## config.mk

```make
export PLATFORM = sky130hd
export DESIGN_NAME = ap1000_bp_reset_conditioner
export DESIGN_NICKNAME = d
export VERILOG_FILES = /design/src/rtl/ap1000_bp_reset_pkg.sv /design/src/rtl/ap1000_bp_debounce.sv /design/src/rtl/ap1000_bp_reset_conditioner.sv
export SDC_FILE = /design/constraint.sdc
export NUM_CORES = 1
export LEC_CHECK = 0
export ABC_AREA = 0
export BUFFER_PORTS_ARGS = -buffer_cell sky130_fd_sc_hd__buf_2
export CAP_MARGIN = 15
export CELL_PAD_IN_SITES_DETAIL_PLACEMENT = 0
export CELL_PAD_IN_SITES_GLOBAL_PLACEMENT = 1
export CORE_ASPECT_RATIO = 0.6
export CORE_MARGIN = 2
export CORE_UTILIZATION = 50
export DETAILED_ROUTE_END_ITERATION = 10
export GPL_TIMING_DRIVEN = 0
export PLACE_DENSITY_LB_ADDON = 0.1
export SLEW_MARGIN = 25
export SYNTH_ARGS = -nofsm -noshare
export SYNTH_HDL_FRONTEND = slang
export SYNTH_SLANG_ARGS = --single-unit
```

## constraint.sdc

```tcl
create_clock -name ref_clk -period 4.96 [get_ports ref_clk]
set_clock_uncertainty 0.15 [all_clocks]
set_input_delay 0 -clock ref_clk [delete_from_list [all_inputs] [get_ports ref_clk]]
set_output_delay 0 -clock ref_clk [all_outputs]
set_load 0.05 [all_outputs]
```

## src/rtl/ap1000_bp_reset_pkg.sv

```systemverilog
// Shared definitions for the AP1000 board reset conditioner: FSM encodings,
// synchroniser depth and counter sizing.
package ap1000_bp_reset_pkg;

    localparam int SYNC_STAGES = 2;

    typedef enum logic [2:0] {
        S_DCM_RST   = 3'd0,
        S_WAIT_LOCK = 3'd1,
        S_RUN       = 3'd2,
        S_SOFT      = 3'd3,
        S_FAIL      = 3'd4
    } rst_state_t;

    // A counter only ever needs to reach terminal-1; keep at least one bit.
    function automatic int cnt_width(input int terminal);
        return (terminal > 1) ? $clog2(terminal) : 1;
    endfunction

endpackage

```

## src/rtl/ap1000_bp_debounce.sv

```systemverilog
// Push-button front end: 2-FF synchroniser, stability counter and a single
// pulse on the debounced press (1->0) edge.
module ap1000_bp_debounce
    import ap1000_bp_reset_pkg::*;
#(
    parameter int DEBOUNCE_CYCLES = 65536
) (
    input  logic ref_clk,
    input  logic rst_n,
    input  logic rst_button_n,
    output logic btn_press
);

    localparam int              DB_W    = cnt_width(DEBOUNCE_CYCLES);
    localparam logic [DB_W-1:0] DB_LAST = DB_W'(DEBOUNCE_CYCLES - 1);

    logic [SYNC_STAGES-1:0] btn_sync;
    logic [DB_W-1:0]        stable_cnt;
    logic                   btn_s;
    logic                   btn_db;

    assign btn_s = btn_sync[SYNC_STAGES-1];

    always_ff @(posedge ref_clk or negedge rst_n) begin
        if (!rst_n) begin
            btn_sync   <= '1;
            stable_cnt <= '0;
            btn_db     <= 1'b1;
            btn_press  <= 1'b0;
        end else begin
            btn_sync  <= {btn_sync[SYNC_STAGES-2:0], rst_button_n};
            btn_press <= 1'b0;
            if (btn_s == btn_db) begin
                stable_cnt <= '0;
            end else if (stable_cnt == DB_LAST) begin
                // Accept the new level; only a released->pressed change pulses.
                stable_cnt <= '0;
                btn_db     <= btn_s;
                btn_press  <= btn_db;
            end else begin
                stable_cnt <= stable_cnt + 1'b1;
            end
        end
    end

endmodule

```

## src/rtl/ap1000_bp_reset_conditioner.sv

```systemverilog
// Board reset front end: synchronised power-on reset release, DCM reset/lock
// sequencing with bounded retries, push-button and software soft reset.
module ap1000_bp_reset_conditioner
    import ap1000_bp_reset_pkg::*;
#(
    parameter int DEBOUNCE_CYCLES = 65536,
    parameter int DCM_RST_CYCLES  = 16,
    parameter int LOCK_TIMEOUT    = 1048576,
    parameter int MAX_RETRIES     = 7,
    parameter int SOFT_RST_CYCLES = 64
) (
    input  logic       ref_clk,
    input  logic       async_board_rst_n,
    input  logic       rst_button_n,
    input  logic       soft_rst_req,
    input  logic       plb_dcm_locked,
    input  logic       opb_dcm_locked,
    input  logic       ddr_fb_dcm_locked,
    output logic       dcm_rst,
    output logic       fpga_rst_n,
    output logic       lock_fail,
    output logic [2:0] retry_count
);

    localparam int DCM_W  = cnt_width(DCM_RST_CYCLES);
    localparam int LOCK_W = cnt_width(LOCK_TIMEOUT);
    localparam int SOFT_W = cnt_width(SOFT_RST_CYCLES);

    localparam logic [DCM_W-1:0]  DCM_LAST  = DCM_W'(DCM_RST_CYCLES - 1);
    localparam logic [LOCK_W-1:0] LOCK_LAST = LOCK_W'(LOCK_TIMEOUT - 1);
    localparam logic [SOFT_W-1:0] SOFT_LAST = SOFT_W'(SOFT_RST_CYCLES - 1);

    logic [SYNC_STAGES-1:0] rst_sync;
    logic                   rst_n_int;
    logic [SYNC_STAGES-1:0] plb_sync, opb_sync, ddr_sync;
    logic                   all_locked;
    logic                   btn_press;
    logic                   retry_exhausted;

    rst_state_t        state, next_state;
    logic [DCM_W-1:0]  dcm_cnt;
    logic [LOCK_W-1:0] lock_tmr;
    logic [SOFT_W-1:0] soft_cnt;

    // Assert immediately, release only after SYNC_STAGES clean ref_clk edges.
    always_ff @(posedge ref_clk or negedge async_board_rst_n) begin
        if (!async_board_rst_n) begin
            rst_sync <= '0;
        end else begin
            rst_sync <= {rst_sync[SYNC_STAGES-2:0], 1'b1};
        end
    end

    assign rst_n_int = rst_sync[SYNC_STAGES-1];

    always_ff @(posedge ref_clk or negedge rst_n_int) begin
        if (!rst_n_int) begin
            plb_sync <= '0;
            opb_sync <= '0;
            ddr_sync <= '0;
        end else begin
            plb_sync <= {plb_sync[SYNC_STAGES-2:0], plb_dcm_locked};
            opb_sync <= {opb_sync[SYNC_STAGES-2:0], opb_dcm_locked};
            ddr_sync <= {ddr_sync[SYNC_STAGES-2:0], ddr_fb_dcm_locked};
        end
    end

    assign all_locked = plb_sync[SYNC_STAGES-1] & opb_sync[SYNC_STAGES-1]
                      & ddr_sync[SYNC_STAGES-1];

    ap1000_bp_debounce #(
        .DEBOUNCE_CYCLES (DEBOUNCE_CYCLES)
    ) u_debounce (
        .ref_clk      (ref_clk),
        .rst_n        (rst_n_int),
        .rst_button_n (rst_button_n),
        .btn_press    (btn_press)
    );

    assign retry_exhausted = (int'(retry_count) + 1) >= MAX_RETRIES;

    always_comb begin
        next_state = state;
        case (state)
            S_DCM_RST: begin
                if (!btn_press && dcm_cnt == DCM_LAST) next_state = S_WAIT_LOCK;
            end
            S_WAIT_LOCK: begin
                if (btn_press)                  next_state = S_DCM_RST;
                else if (all_locked)            next_state = S_RUN;
                else if (lock_tmr == LOCK_LAST) next_state = retry_exhausted ? S_FAIL : S_DCM_RST;
            end
            S_RUN: begin
                if (btn_press || !all_locked) next_state = S_DCM_RST;
                else if (soft_rst_req)        next_state = S_SOFT;
            end
            S_SOFT: begin
                if (btn_press || !all_locked)  next_state = S_DCM_RST;
                else if (soft_cnt == SOFT_LAST) next_state = S_RUN;
            end
            S_FAIL: begin
                if (btn_press) next_state = S_DCM_RST;
            end
            default: next_state = S_DCM_RST;
        endcase
    end

    // dcm_rst follows the state one cycle late so that it never moves on the
    // same edge as fpga_rst_n, which drops as soon as S_RUN is left.
    always_ff @(posedge ref_clk or negedge rst_n_int) begin
        if (!rst_n_int) begin
            state       <= S_DCM_RST;
            dcm_rst     <= 1'b1;
            fpga_rst_n  <= 1'b0;
            lock_fail   <= 1'b0;
            retry_count <= '0;
        end else begin
            state      <= next_state;
            dcm_rst    <= (state == S_DCM_RST);
            fpga_rst_n <= (next_state == S_RUN) && (state == S_RUN || state == S_SOFT);
            if (state == S_FAIL && btn_press) begin
                lock_fail   <= 1'b0;
                retry_count <= '0;
            end else if (state == S_WAIT_LOCK && !btn_press) begin
                if (all_locked) begin
                    retry_count <= '0;
                end else if (lock_tmr == LOCK_LAST) begin
                    if (retry_count != 3'd7) retry_count <= retry_count + 3'd1;
                    if (retry_exhausted)     lock_fail   <= 1'b1;
                end
            end
        end
    end

    always_ff @(posedge ref_clk or negedge rst_n_int) begin
        if (!rst_n_int) begin
            dcm_cnt  <= '0;
            lock_tmr <= '0;
            soft_cnt <= '0;
        end else begin
            if (state != S_DCM_RST || btn_press) dcm_cnt <= '0;
            else if (dcm_cnt != DCM_LAST)        dcm_cnt <= dcm_cnt + 1'b1;

            if (state != S_WAIT_LOCK)      lock_tmr <= '0;
            else if (lock_tmr != LOCK_LAST) lock_tmr <= lock_tmr + 1'b1;

            if (state != S_SOFT)            soft_cnt <= '0;
            else if (soft_cnt != SOFT_LAST) soft_cnt <= soft_cnt + 1'b1;
        end
    end

endmodule
```

==> implementation parameters <==
Parameter                              Value

Placed design
  DP Worst Slack    2.71 ns
  Placed standard-cell area    around 3400 um2
  Input/output buffers    12
  Sum of net half-perimeters after detailed placement    around 4.5 mm
  Placer Congestion    0.786

Logic synthesis
  Number of warnings reported in the yosys synthesis log    0
  Library cell occupying the most area in the post-synthesis netlist    dfrtp_1
  Post-Syn Instances    between 300 and 400
  Commonest register cell after synthesis    dfrtp_1
  Sequential-to-total area share from yosys stat    0.525
  Total of flip-flops plus latches after synthesis    67
  Share of Yosys cell area claimed by the top area cell type    0.493
  List of most frequent post-synthesis cells    dfrtp_1, nor2_1, nand3_1, nand2_1
  Number of library cell types mapped by synthesis    52
  Cell with the most instances after synthesis    dfrtp_1
  Post-synthesis instance area    between 3000 and 4000 um2
  Mean post-synth cell area    roughly 10 um2
  Cell types occupying the most area after synthesis    dfrtp_1, nand3_1, nor2_1
  Number of enable flip-flop cells after synthesis    0
  Async set or reset register ratio after synthesis    1.00
  Syn_nets    320

STA
  Transition time at the pin with the least slew margin    roughly 0.86 ns
  Highest Clock Rate    roughly 440 MHz
  Unrepaired setup endpoints after global routing    no
  Final setup violation count    0
  Final hold violation count    0
  Setup total negative slack    0 ns
  Worst slew slack as a fraction of its limit    0.425
  Minimum clock period    2.29 ns
  PnR worst setup slack    roughly 2.7 ns
  Post-route fraction of the period consumed by the critical path    0.462
  Number of pins exceeding their max-slew limit in the final report    0

Clock network
  Worst skew pair latency    about 0.34 ns
  TritonCTS clock tree    yes
  Num CTS Buffers    9
  Root buf cell    clkbuf_8
  Clock Pin Slew Worst Setup and Hold Paths    approximately 0.070 ns
  Clk buf depth    2
  Number of buffers inserted to repair setup after CTS    0
  Number of clock sinks    67
  Hold buffer count at cts    7
  H-tree depth reported by CTS    3
  Post-CTS sizing    0

Die
  Site Rows    22
  I/O pins    13
  Die height    about 66 um
  Die outline width    107 um
  Core region area    roughly 6100 um2
  Die area    between 7000 and 8000 um2
  Starting density of the core    0.521

Worst setup path
  CP cell instances    ha_1 > nand4_1 > nor4_1 > and4_1 > nor3_1
  Buffers & Inverters on Critical Path    0
  Arrival time at the worst endpoint    ~2.4 ns
  Launching point of the worst reg2reg path    lock_tmr[0]$_DFFE_PN0P_
  CP Class    reg2reg
  Max FO, Critical Path    6
  Launching instance or port of the critical path    lock_tmr[0]$_DFFE_PN0P_
  Endpoint required time on the critical path    between 5 and 6 ns
  Startpoint type of the worst setup path    flop
  Crit. End Element    flop
  Biggest cell delay along the critical path    a little under 0.7 ns
  Cell at the slowest stage of the critical path    nor4_1
  Kind of cell adding the most delay to the critical path    simple AND/OR/NAND/NOR gates

Detailed routing
  Routed via count    ~2400
  DRC violations left    0
  Remaining antenna violation count    0
  Number of violations reported at the end of detailed-routing iteration 0    172
  First-pass iteration count of the detailed router    4
  Routed length per instance    15.3 um
  Via density per instance    ~5.7
  Drt total wl    between 6 and 7 mm

Finish
  Fill cell count    between 500 and 600
  Final layout net count    351
  Layout area overhead    14.2%
  Final standard cell area without fillers    approximately 3700 um2
  Share of final-layout standard cells stronger than drive strength 1    0.125
  Antenna diode instance count    0

Power
  Sequential fraction of design power    0.501
  Post-layout power    around 1200 uW
  Cell internal power dissipation    about 900 uW
  Static leakage power    0.00156 uW
  Switching part of the total power    0.277
  Comb power frac    0.136
  Reported net switching power    338 uW
  Share of total power in the clock network    0.363
  Power per Cell Area    335 nW/um2
  Peak VDD IR    ~0.00021 V

GRT
  Aggregate global-route resource usage    0.208
  Wire length of the first global-routing pass    11.0 mm
  Vias in the first global route    ~2200
  Residual overflow from global routing    0
  Pin count of the biggest net entering global routing    45
  Initial antenna violation count    0

Job
  Count of max-cap constraint violations    0

Run status
  Result of the run    complete, no violations

Worst hold path
  Kind of path behind the tightest hold check    reg2async
## power by group through the flow
stage / registers (uW) / logic, uW / clock network [uW]
after floorplan: 631 / 107 / 0
after global placement: 629 / 151 / 0
after detailed placement: 622 / 163 / 0
after CTS: 613 / 166 / 456
after global routing: 619 / 191 / 475
final: 613 / 166 / 444
## per-stage QoR
step           utilization  hold WS (ns)  instances
2_1_floorplan            -        -0.446        307
3_3_place_gp         0.548        -0.364        403
3_5_place_dp         0.553        -0.360        404
4_1_cts              0.596        0.0888        427
5_1_grt              0.596         0.106        427
6_report             0.596        0.0731        427
## flip-flops by register name (all words and copies together), names as in the netlist, 3 cells and up
register / cells
lock_tmr: 20
u_debounce.stable_cnt: 16
soft_cnt: 6
dcm_cnt: 4
retry_count: 3
state: 3
## cell usage in the layout (no fill, tap or decap), types with 6 or more instances in the layout
master         instances
nor4_1                 6
nor3_1                13
and4_1                 6
xnor2_1                8
and3_1                 6
nand3_1               24
nor2_1                30
buf_2                 13
xor2_1                 8
o21ai_0                6
nand2_1               17
clkbuf_8              10
or4_1                  6
dfrtp_1               62
a21oi_1               13
nand4_1               11
mux2i_1                6
ha_1                   6
clkbuf_1              10
dlygate4sd3_1          7
a31oi_1                9
## logic make-up after synthesis
kind of cell,synth area share
AOI/OAI and AO/OA,0.110
buffers and inverters,0.0156
xor gates and xnor gates,0.0438
and+or+nand+nor,0.255
other,0.00117
muxes,0.0258
DFF,0.525
adders and majority gates,0.0235
## final timing paths
path / end / slack, ns / cells after the start
max: lock_tmr[18]$_DFFE_PN0P_ / 2.67 / 5
max reg2reg: lock_tmr[18]$_DFFE_PN0P_ / 2.67 / 5
min reg2reg: lock_tmr[15]$_DFFE_PN0P_ / 0.07 / 0
max in group asynchronous: dcm_rst$_DFF_PN1_ / 4.00 / 1
min: lock_tmr[15]$_DFFE_PN0P_ / 0.07 / 0
min in group ref_clk: u_debounce.btn_sync[0]$_DFF_PN1_ / 0.16 / 2
## cell type report
class	count	area [um2]	area share
Multi-Input combinational cell	228	1470	0.402
Tap cell	84	105	0.0287
Buffer	9	38.8	0.0106
Timing Repair Buffer	20	158	0.0431
Inverter	3	11.3	0.00308
Sequential cell	67	1690	0.461
Clock inverter	3	40.0	0.0110
Clock buffer	13	149	0.0407
## per-layer routing
| metal | vias to the layer above | routed length, um | track usage |
|---|---|---|---|
| met4 | 0 | 79 | 0.0731 |
| met5 | - | 0 | 0 |
| li1 | 1213 | - | - |
| met1 | 1153 | 3560 | 0.325 |
| met3 | 8 | 353 | 0.0621 |
| met2 | 51 | 2530 | 0.266 |
Note: power is estimated with default switching activity, not from simulation.
